$ cat src/rtl/mux_reg_8x8_if.sv
// Data/select/scan bundle for the 8x8 register bank.
// The producer side drives data, enables and scan control; the bank returns read data and scan out.
interface mux_reg_8x8_if #(
    parameter int WIDTH = 8,
    parameter int DEPTH = 8
);
    logic [WIDTH-1:0] din;
    logic [DEPTH-1:0] en_in;
    logic [DEPTH-1:0] en_out;
    logic [WIDTH-1:0] dout;
    logic             tc;
    logic             td;
    logic             tq;

    modport master (output din, en_in, en_out, tc, td, input dout, tq);
    modport slave  (input din, en_in, en_out, tc, td, output dout, tq);
endinterface

$ cat src/rtl/mux_reg_8x8.sv
// DEPTH x WIDTH register bank: one-hot write enables, OR-combined read select,
// and a single scan chain threaded through every storage bit.
module mux_reg_8x8_entry #(
    parameter int WIDTH = 8
) (
    input  logic             clk,
    input  logic             rst_n,
    input  logic             tc,
    input  logic             we,
    input  logic             si,
    input  logic [WIDTH-1:0] d,
    output logic [WIDTH-1:0] q
);
    logic [WIDTH-1:0] sh;

    // Scan moves toward the MSB; bit 0 takes the upstream chain bit.
    generate
        if (WIDTH == 1) begin : g_sh1
            assign sh = si;
        end else begin : g_shn
            assign sh = {q[WIDTH-2:0], si};
        end
    endgenerate

    always_ff @(posedge clk or negedge rst_n) begin
        if (!rst_n)
            q <= '0;
        else if (tc)
            q <= sh;
        else if (we)
            q <= d;
    end
endmodule

module mux_reg_8x8 #(
    parameter int WIDTH = 8,
    parameter int DEPTH = 8
) (
    input  logic           clk,
    input  logic           rst_n,
    mux_reg_8x8_if.slave   bus
);
    logic [DEPTH-1:0][WIDTH-1:0] r;
    logic [DEPTH:0]              chain;
    logic [WIDTH-1:0]            rd;

    assign chain[0] = bus.td;

    genvar i;
    generate
        for (i = 0; i < DEPTH; i++) begin : g_entry
            mux_reg_8x8_entry #(.WIDTH(WIDTH)) u_entry (
                .clk   (clk),
                .rst_n (rst_n),
                .tc    (bus.tc),
                .we    (bus.en_in[i]),
                .si    (chain[i]),
                .d     (bus.din),
                .q     (r[i])
            );
            assign chain[i+1] = r[i][WIDTH-1];
        end
    endgenerate

    assign bus.tq = chain[DEPTH];

    // AND-OR read: plain mux for one-hot selects, OR of entries otherwise.
    always_comb begin
        rd = '0;
        for (int k = 0; k < DEPTH; k++)
            if (bus.en_out[k]) rd = rd | r[k];
    end

    assign bus.dout = rd;
endmodule

$ cat src/flat_wrapper.sv
// flat-port wrapper written by rule: the top's interface ports become plain ports
module mux_reg_8x8_flat 
#(
    parameter int WIDTH = 8,
    parameter int DEPTH = 8
)
  (clk, rst_n, bus_din, bus_en_in, bus_en_out, bus_tc, bus_td, bus_dout, bus_tq);
  mux_reg_8x8_if #(.WIDTH(WIDTH), .DEPTH(DEPTH)) bus_i ();
  input  logic clk;
  input  logic rst_n;
  input wire logic [$bits(bus_i.din)-1:0] bus_din;
  input wire logic [$bits(bus_i.en_in)-1:0] bus_en_in;
  input wire logic [$bits(bus_i.en_out)-1:0] bus_en_out;
  input wire logic [$bits(bus_i.tc)-1:0] bus_tc;
  input wire logic [$bits(bus_i.td)-1:0] bus_td;
  output wire logic [$bits(bus_i.dout)-1:0] bus_dout;
  output wire logic [$bits(bus_i.tq)-1:0] bus_tq;
  assign bus_i.din = bus_din;
  assign bus_i.en_in = bus_en_in;
  assign bus_i.en_out = bus_en_out;
  assign bus_i.tc = bus_tc;
  assign bus_i.td = bus_td;
  assign bus_dout = bus_i.dout;
  assign bus_tq = bus_i.tq;
  mux_reg_8x8 #(.WIDTH(WIDTH), .DEPTH(DEPTH)) u_core (.clk(clk), .rst_n(rst_n), .bus(bus_i));
endmodule
$ cat config.mk
export PLATFORM = sky130hd
export DESIGN_NAME = mux_reg_8x8_flat
export DESIGN_NICKNAME = d
export VERILOG_FILES = /design/src/rtl/mux_reg_8x8_if.sv /design/src/rtl/mux_reg_8x8.sv /design/src/flat_wrapper.sv
export SDC_FILE = /design/constraint.sdc
export NUM_CORES = 1
export LEC_CHECK = 0
export CORE_UTILIZATION = 60
export CTS_BUF_LIST = sky130_fd_sc_hd__clkbuf_16
export CTS_CLUSTER_DIAMETER = 200
export DETAILED_ROUTE_END_ITERATION = 6
export GPL_ROUTABILITY_DRIVEN = 0
export MAX_ROUTING_LAYER = met4
export PLACE_DENSITY = 0.84
export SYNTH_ARGS = -nofsm -noshare
export SYNTH_HDL_FRONTEND = slang
export SYNTH_SLANG_ARGS = --single-unit
export TNS_END_PERCENT = 100
$ cat constraint.sdc
create_clock -name clk -period 1.9 [get_ports clk]
set_input_delay 0.57 -clock clk [delete_from_list [all_inputs] [get_ports clk]]
set_output_delay 0.57 -clock clk [all_outputs]
set_load 0.01 [all_outputs]
==> run summary, run 1 <==
switching part of the total power: 0.287
PD cells: 996 nW/um2
fmax: 534 MHz
Die Y: 76.3 um
status: completed
Cells after Synth: 334
flop2flop setup slack: 0.96 ns
Critical Path Start: bus_en_out[6]
Crit path depth: 4
setup TNS: 0 ns
DRC Markers: 0
TritonCTS Buffers: 9
reg2reg path depth: 3
Worst EP arrival: 1.30 ns
Synth top area share: 0.484
Setup Skew: 0.00243 ns
Worst-Skew Late Latency: 0.33 ns
CTS Hold Buffers Added: 0
Slew HR: 0.672
Tcrit/Tclk final: 0.986
Remaining Overflow, GRT: 0
CTS tree: done
CP bufs+invs: 2
fin area: 4020 um2
final setup violation count: 0
Initial DRC Count: 317
largest net degree at the start of global routing: 57
CP Capture Type: output port
Crit Path Class: input port to output port
dpl hpwl: 6.00 mm
Post-Syn Area per Cell: 9.92 um2
max-slew violation count: 0
top-level I/O count: 37
GRT Overall Usage: 0.361
wire length per cell: 21.6 um
synth top area cells: dfrtp_1 (48%), mux2i_1 (19%), a22oi_1 (7.3%), nand2_1 (7.3%), o21ai_0 (5.7%)
Clock Tree Root: clkbuf_16
Crit Reg-Reg Endpoint: u_core.g_entry[6].u_entry.q[0]
die width: 76.3 um
Netlist cell types: 13
first-pass GRT wire length: 15.2 mm
Crit Path Max Fanout: 8
Worst Setup EP: bus_dout[3]
Nets: 389
Mapped Area: 3310 um2
commonest non-fill, non-tap cells in the layout: mux2i_1 (64), nand2_1 (64), dfrtp_1 (64)
number of global-route vias before repair: 2825
placed cell area: 3690 um2
crit-path cells: buf_2, a22oi_2, nand4_1, buf_2
top flop regs: u_core.g_entry.u_entry.q: 64 flops
antenna viol nets, final: 0
DR vias: 2817
Clock Path Buffers: 2
area of the core: 5200 um2
Yosys reg bits: 64
Ys Warns: 0
sequential share of the synthesized area: 0.484
Largest stage delay, worst path: 0.27 ns
worst-margin pin slew: 0.490 ns
n_diodes: 0
internal cell power: 2.85 mW
Clock transition at path regs: 0.05 ns
P_leak: 1.83 nW
Top reg by flops: u_core.g_entry.u_entry.q
# rows: 26
Initial Util: 0.636
# clock sinks: 64
initial antenna violation count: 0
peak supply drop: 0.000758 V
Max stage delay cell, worst path: a22oi_2
CTS HTree Levels: 3
post-synth net total: 362
Synth-to-Final Area Change: 21.4%
Seq pwr share: 0.434
Logic pwr share: 0.177
RSZ-0062 raised after global routing: false
Most common cell on crit path: buf_2
Pre-Repair DR Iteration Count: 5
vias per inst: 6.48
crit path launch type: input port
Max Cap Viol: 0
min cycle time layout: 1.87 ns
Required @ worst endpoint: 1.33 ns
full die area: 5820 um2
layout cells sized above 1: 0.197
NetSw: 1.15 mW
Clk pwr share: 0.389
cell taking the most area after synthesis: dfrtp_1
Final Hold Vio Count: 0
WL final: 9.38 mm
Port Buf Inserts: 36
Hold Path Class: input port to async pin
Largest register FFs: 64
crit-path leading delay family: buffers and inverters
Reg-to-Reg Start: u_core.g_entry[6].u_entry.q[0]
worst min path at each step:
stage	start	endpoint	slack [ns]	depth (start not counted)
2_1_floorplan	rst_n	u_core.g_entry[0].u_entry.q[0]	0.27	0
3_3_place_gp	rst_n	u_core.g_entry[7].u_entry.q[2]	0.47	1
3_5_place_dp	rst_n	u_core.g_entry[7].u_entry.q[2]	0.47	1
4_1_cts	rst_n	u_core.g_entry[0].u_entry.q[2]	0.13	1
5_1_grt	rst_n	u_core.g_entry[0].u_entry.q[0]	0.14	1
6_report	rst_n	u_core.g_entry[0].u_entry.q[0]	0.13	1
timing repair:
action	in CTS	in global routing
pin swaps	9	4
gates resized for setup	93	4
setup endpoints to repair	8	2
setup buffers	2	0
power groups by stage:
stage          clock [mW]  sequential, mW  combinational (mW)
5_1_grt              1.62            1.75               0.774
3_3_place_gp            0            1.71               0.649
2_1_floorplan           0            1.67               0.420
3_5_place_dp            0            1.72               0.682
6_report             1.56            1.74               0.709
4_1_cts              1.57            1.72               0.698
cell usage after synthesis:
cell type / number
buf_4: 13
clkbuf_1: 5
nand4_1: 8
a22oi_1: 32
mux2i_1: 64
o21ai_0: 38
buf_2: 8
buf_6: 1
dfrtp_1: 64
buf_1: 3
o21ai_1: 26
clkbuf_2: 8
nand2_1: 64
layer usage:
layer / routed length (um) / up-vias / part of all wire / track usage
met5: 0 / - / 0 / -
met4: 365 / 0 / 0.039 / 0.175
met3: 664 / 30 / 0.071 / 0.0886
met2: 4680 / 147 / 0.50 / 0.561
met1: 3670 / 1396 / 0.39 / 0.444
li1: - / 1244 / - / -
layout make-up:
class / instances / area (um2)
timing repair buffer: 54 / 448
clock inverter: 6 / 52.6
sequential: 64 / 1600
multi-input combinational: 232 / 1610
fill: 326 / 1180
clock buffer: 9 / 225
tap: 70 / 87.6
kinds of logic (layout without fill, tap and decap cells):
family | count (synthesis) | after routing | share of synthesized area
AOI/OAI and AO/OA | 96 | 96 | 0.169
buffers and inverters | 38 | 69 | 0.0661
DFF | 64 | 64 | 0.484
muxes | 64 | 64 | 0.193
and+or+nand+nor | 72 | 72 | 0.0876
metrics by stage:
stage          hold WS, ns  power (mW)  std cells  utilization  setup WS [ns]
2_1_floorplan        0.274        2.09        334            -          0.259
3_3_place_gp         0.472        2.36        418        0.709         -0.775
3_5_place_dp         0.475        2.41        418        0.709         -0.808
4_1_cts              0.131        3.99        435        0.772       0.000306
5_1_grt              0.139        4.14        435        0.773         0.0114
6_report             0.126        4.01        435        0.773         0.0274
Note: power is estimated with default switching activity, not from simulation.
==> run 2: changes to the inputs <==
--- a/config.mk
+++ b/config.mk
@@ -5,14 +5,14 @@
 export SDC_FILE = /design/constraint.sdc
 export NUM_CORES = 1
 export LEC_CHECK = 0
-export CORE_UTILIZATION = 60
+export CORE_UTILIZATION = 45
 export CTS_BUF_LIST = sky130_fd_sc_hd__clkbuf_16
 export CTS_CLUSTER_DIAMETER = 200
 export DETAILED_ROUTE_END_ITERATION = 6
 export GPL_ROUTABILITY_DRIVEN = 0
 export MAX_ROUTING_LAYER = met4
-export PLACE_DENSITY = 0.84
+export PLACE_DENSITY = 0.66
 export SYNTH_ARGS = -nofsm -noshare
 export SYNTH_HDL_FRONTEND = slang
 export SYNTH_SLANG_ARGS = --single-unit
-export TNS_END_PERCENT = 100
+export TNS_END_PERCENT = 10
==> run summary, run 2 (synthesis gave the netlist of run 1 again) <==
GR peak layer: met2
worst-margin pin slew: 0.538 ns (+0.0476 ns)
Remaining Overflow, GRT: 0 (unchanged)
Max stage delay cell, worst path: dfrtp_1
GRT Overall Usage: 0.253 (-0.108)
top flop regs: u_core.g_entry.u_entry.q: 64 flops
first-pass GRT wire length: 13.8 mm (-9.3%)
Pre-Repair DR Iteration Count: 4 (-1)
Final Hold Vio Count: 0 (unchanged)
min cycle time layout: 1.89 ns (+0.0214 ns)
pre-CTS WS: -0.788 ns (+0.0203 ns)
max-slew violation count: 0 (unchanged)
Crit Path Max Fanout: 3 (-5)
status: completed
full die area: 7710 um2 (+32%)
TritonCTS Buffers: 9 (unchanged)
layout cells sized above 1: 0.221 (+0.0235)
non-filler cells, final: 472 (+8.5%)
commonest non-fill, non-tap cells in the layout: mux2i_1 (64), nand2_1 (64), dfrtp_1 (64)
CTS tree: done
crit-path cells: a22oi_2, nand4_1, buf_2
number of global-route vias before repair: 2555 (-9.6%)
die width: 87.8 um (+15%)
GR Layer Usage met1: 0.335 (-0.108)
Initial DRC Count: 221 (-30%)
Largest stage delay, worst path: 0.41 ns (+0.14 ns)
antenna viol nets, final: 0 (unchanged)
M3 GR Usage: 0.0415 (-0.0472)
Port Buf Inserts: 36 (unchanged)
Setup Skew: 0.00380 ns (+0.00137 ns)
DR vias: 2651 (-5.9%)
P_leak: 1.89 nW (+3.5%)
CP Capture Type: output port
WL final: 8.65 mm (-7.8%)
CTS Hold Buffers Added: 0 (unchanged)
Tcrit/Tclk final: 0.997 (+0.0113)
n_diodes: 0 (unchanged)
Clock Path Buffers: 2 (unchanged)
RSZ-0062 raised after global routing: true
Clock Tree Root: clkbuf_16
placed cell area: 3810 um2 (+3.3%)
dpl hpwl: 5.84 mm (-2.8%)
Slew HR: 0.640 (-0.0319)
Clock transition at path regs: 0.05 ns (about the same)
top-level I/O count: 37 (unchanged)
Worst-Skew Late Latency: 0.32 ns (about the same)
DRC Markers: 0 (unchanged)
peak supply drop: 0.000538 V (-29%)
crit path launch type: register
Max Cap Viol: 0 (unchanged)
final setup violation count: 0 (unchanged)
crit-path leading delay family: flip-flops
vias per inst: 5.62 (-13%)
Die Y: 87.8 um (+15%)
Global Route met2 Usage: 0.389 (-0.172)
fin area: 4180 um2 (+3.8%)
CP bufs+invs: 1 (-1)
# clock sinks: 64 (unchanged)
Required @ worst endpoint: 1.33 ns (about the same)
Synth-to-Final Area Change: 26.1%
Hold Path Class: input port to async pin
final critical-path setup slack: 0.00593 ns (-0.0214 ns)
total power: 4.01 mW (+0.17%)
Largest register FFs: 64 (unchanged)
Worst EP arrival: 1.32 ns (+0.02 ns)
Initial Util: 0.477 (-0.159)
area of the core: 6940 um2 (+33%)
wire length per cell: 18.3 um (-15%)
CTS HTree Levels: 3 (unchanged)
largest net degree at the start of global routing: 78 (+37%)
dpl cells: 456 (+9.1%)
setup TNS: 0 ns (unchanged)
# rows: 30 (+15%)
Top reg by flops: u_core.g_entry.u_entry.q
Nets: 399 (+2.6%)
PD cells: 961 nW/um2 (-3.5%)
fmax: 528 MHz (-1.1%)
Crit Path Class: register to output port
initial antenna violation count: 0 (unchanged)
[run 2: changes by cell type in the layout (fill, tap and decap cells not counted)]
cell,previous run,this run
buf_6,0,7
clkinv_1,1,2
a22oi_1,9,7
inv_1,1,2
buf_2,16,13
a22oi_2,23,25
buf_4,17,23
clkinv_2,3,2
[run 2: timing repair]
item                       in CTS  in global routing
setup endpoints to repair       8                  8
pin swaps                      10                 10
setup buffers                   0                  1
resized for setup              91                 15
hold endpoints to repair        0                  0
[run 2: layout make-up]
cell class / instances / area, um2
Fill cell: 575 / 2770
Multi-Input combinational cell: 232 / 1620
Sequential cell: 64 / 1600
Timing Repair Buffer: 64 / 557
Clock buffer: 9 / 225
Tap cell: 96 / 120
Clock inverter: 7 / 55.1
[run 2: routing by layer]
layer / part of all wire / vias up
met3: 0.045 / 9
met5: 0 / -
met1: 0.46 / 1306
li1: - / 1262
met4: 0.013 / 0
met2: 0.48 / 74
[run 2: report_power, final]
group	leakage, nW	switching [mW]	internal [mW]
Sequential	0.795	0.183	1.54
Combinational	0.952	0.373	0.358
Clock	0.147	0.566	0.991
Total	1.89	1.12	2.89
[run 2: through the flow]
stage / hold WS (ns) / util
finish: 0.259 / 0.601
global route: 0.271 / 0.601
CTS: 0.267 / 0.598
detailed placement: 0.498 / 0.549
global placement: 0.492 / 0.549
floorplan: 0.274 / -
[run 2: worst paths after layout]
kind,to,cells after the start,slack (ns),from
max,bus_dout[2],3,0.006,u_core.g_entry[0].u_entry.q[2]
min,u_core.g_entry[0].u_entry.q[1],2,0.26,rst_n
max reg2reg,u_core.g_entry[2].u_entry.q[3],3,1.00,u_core.g_entry[2].u_entry.q[3]
min reg2reg,u_core.g_entry[2].u_entry.q[6],2,0.52,u_core.g_entry[2].u_entry.q[5]
max in group asynchronous,u_core.g_entry[4].u_entry.q[2],2,1.36,rst_n
min in group clk,u_core.g_entry[2].u_entry.q[6],2,0.52,u_core.g_entry[2].u_entry.q[5]
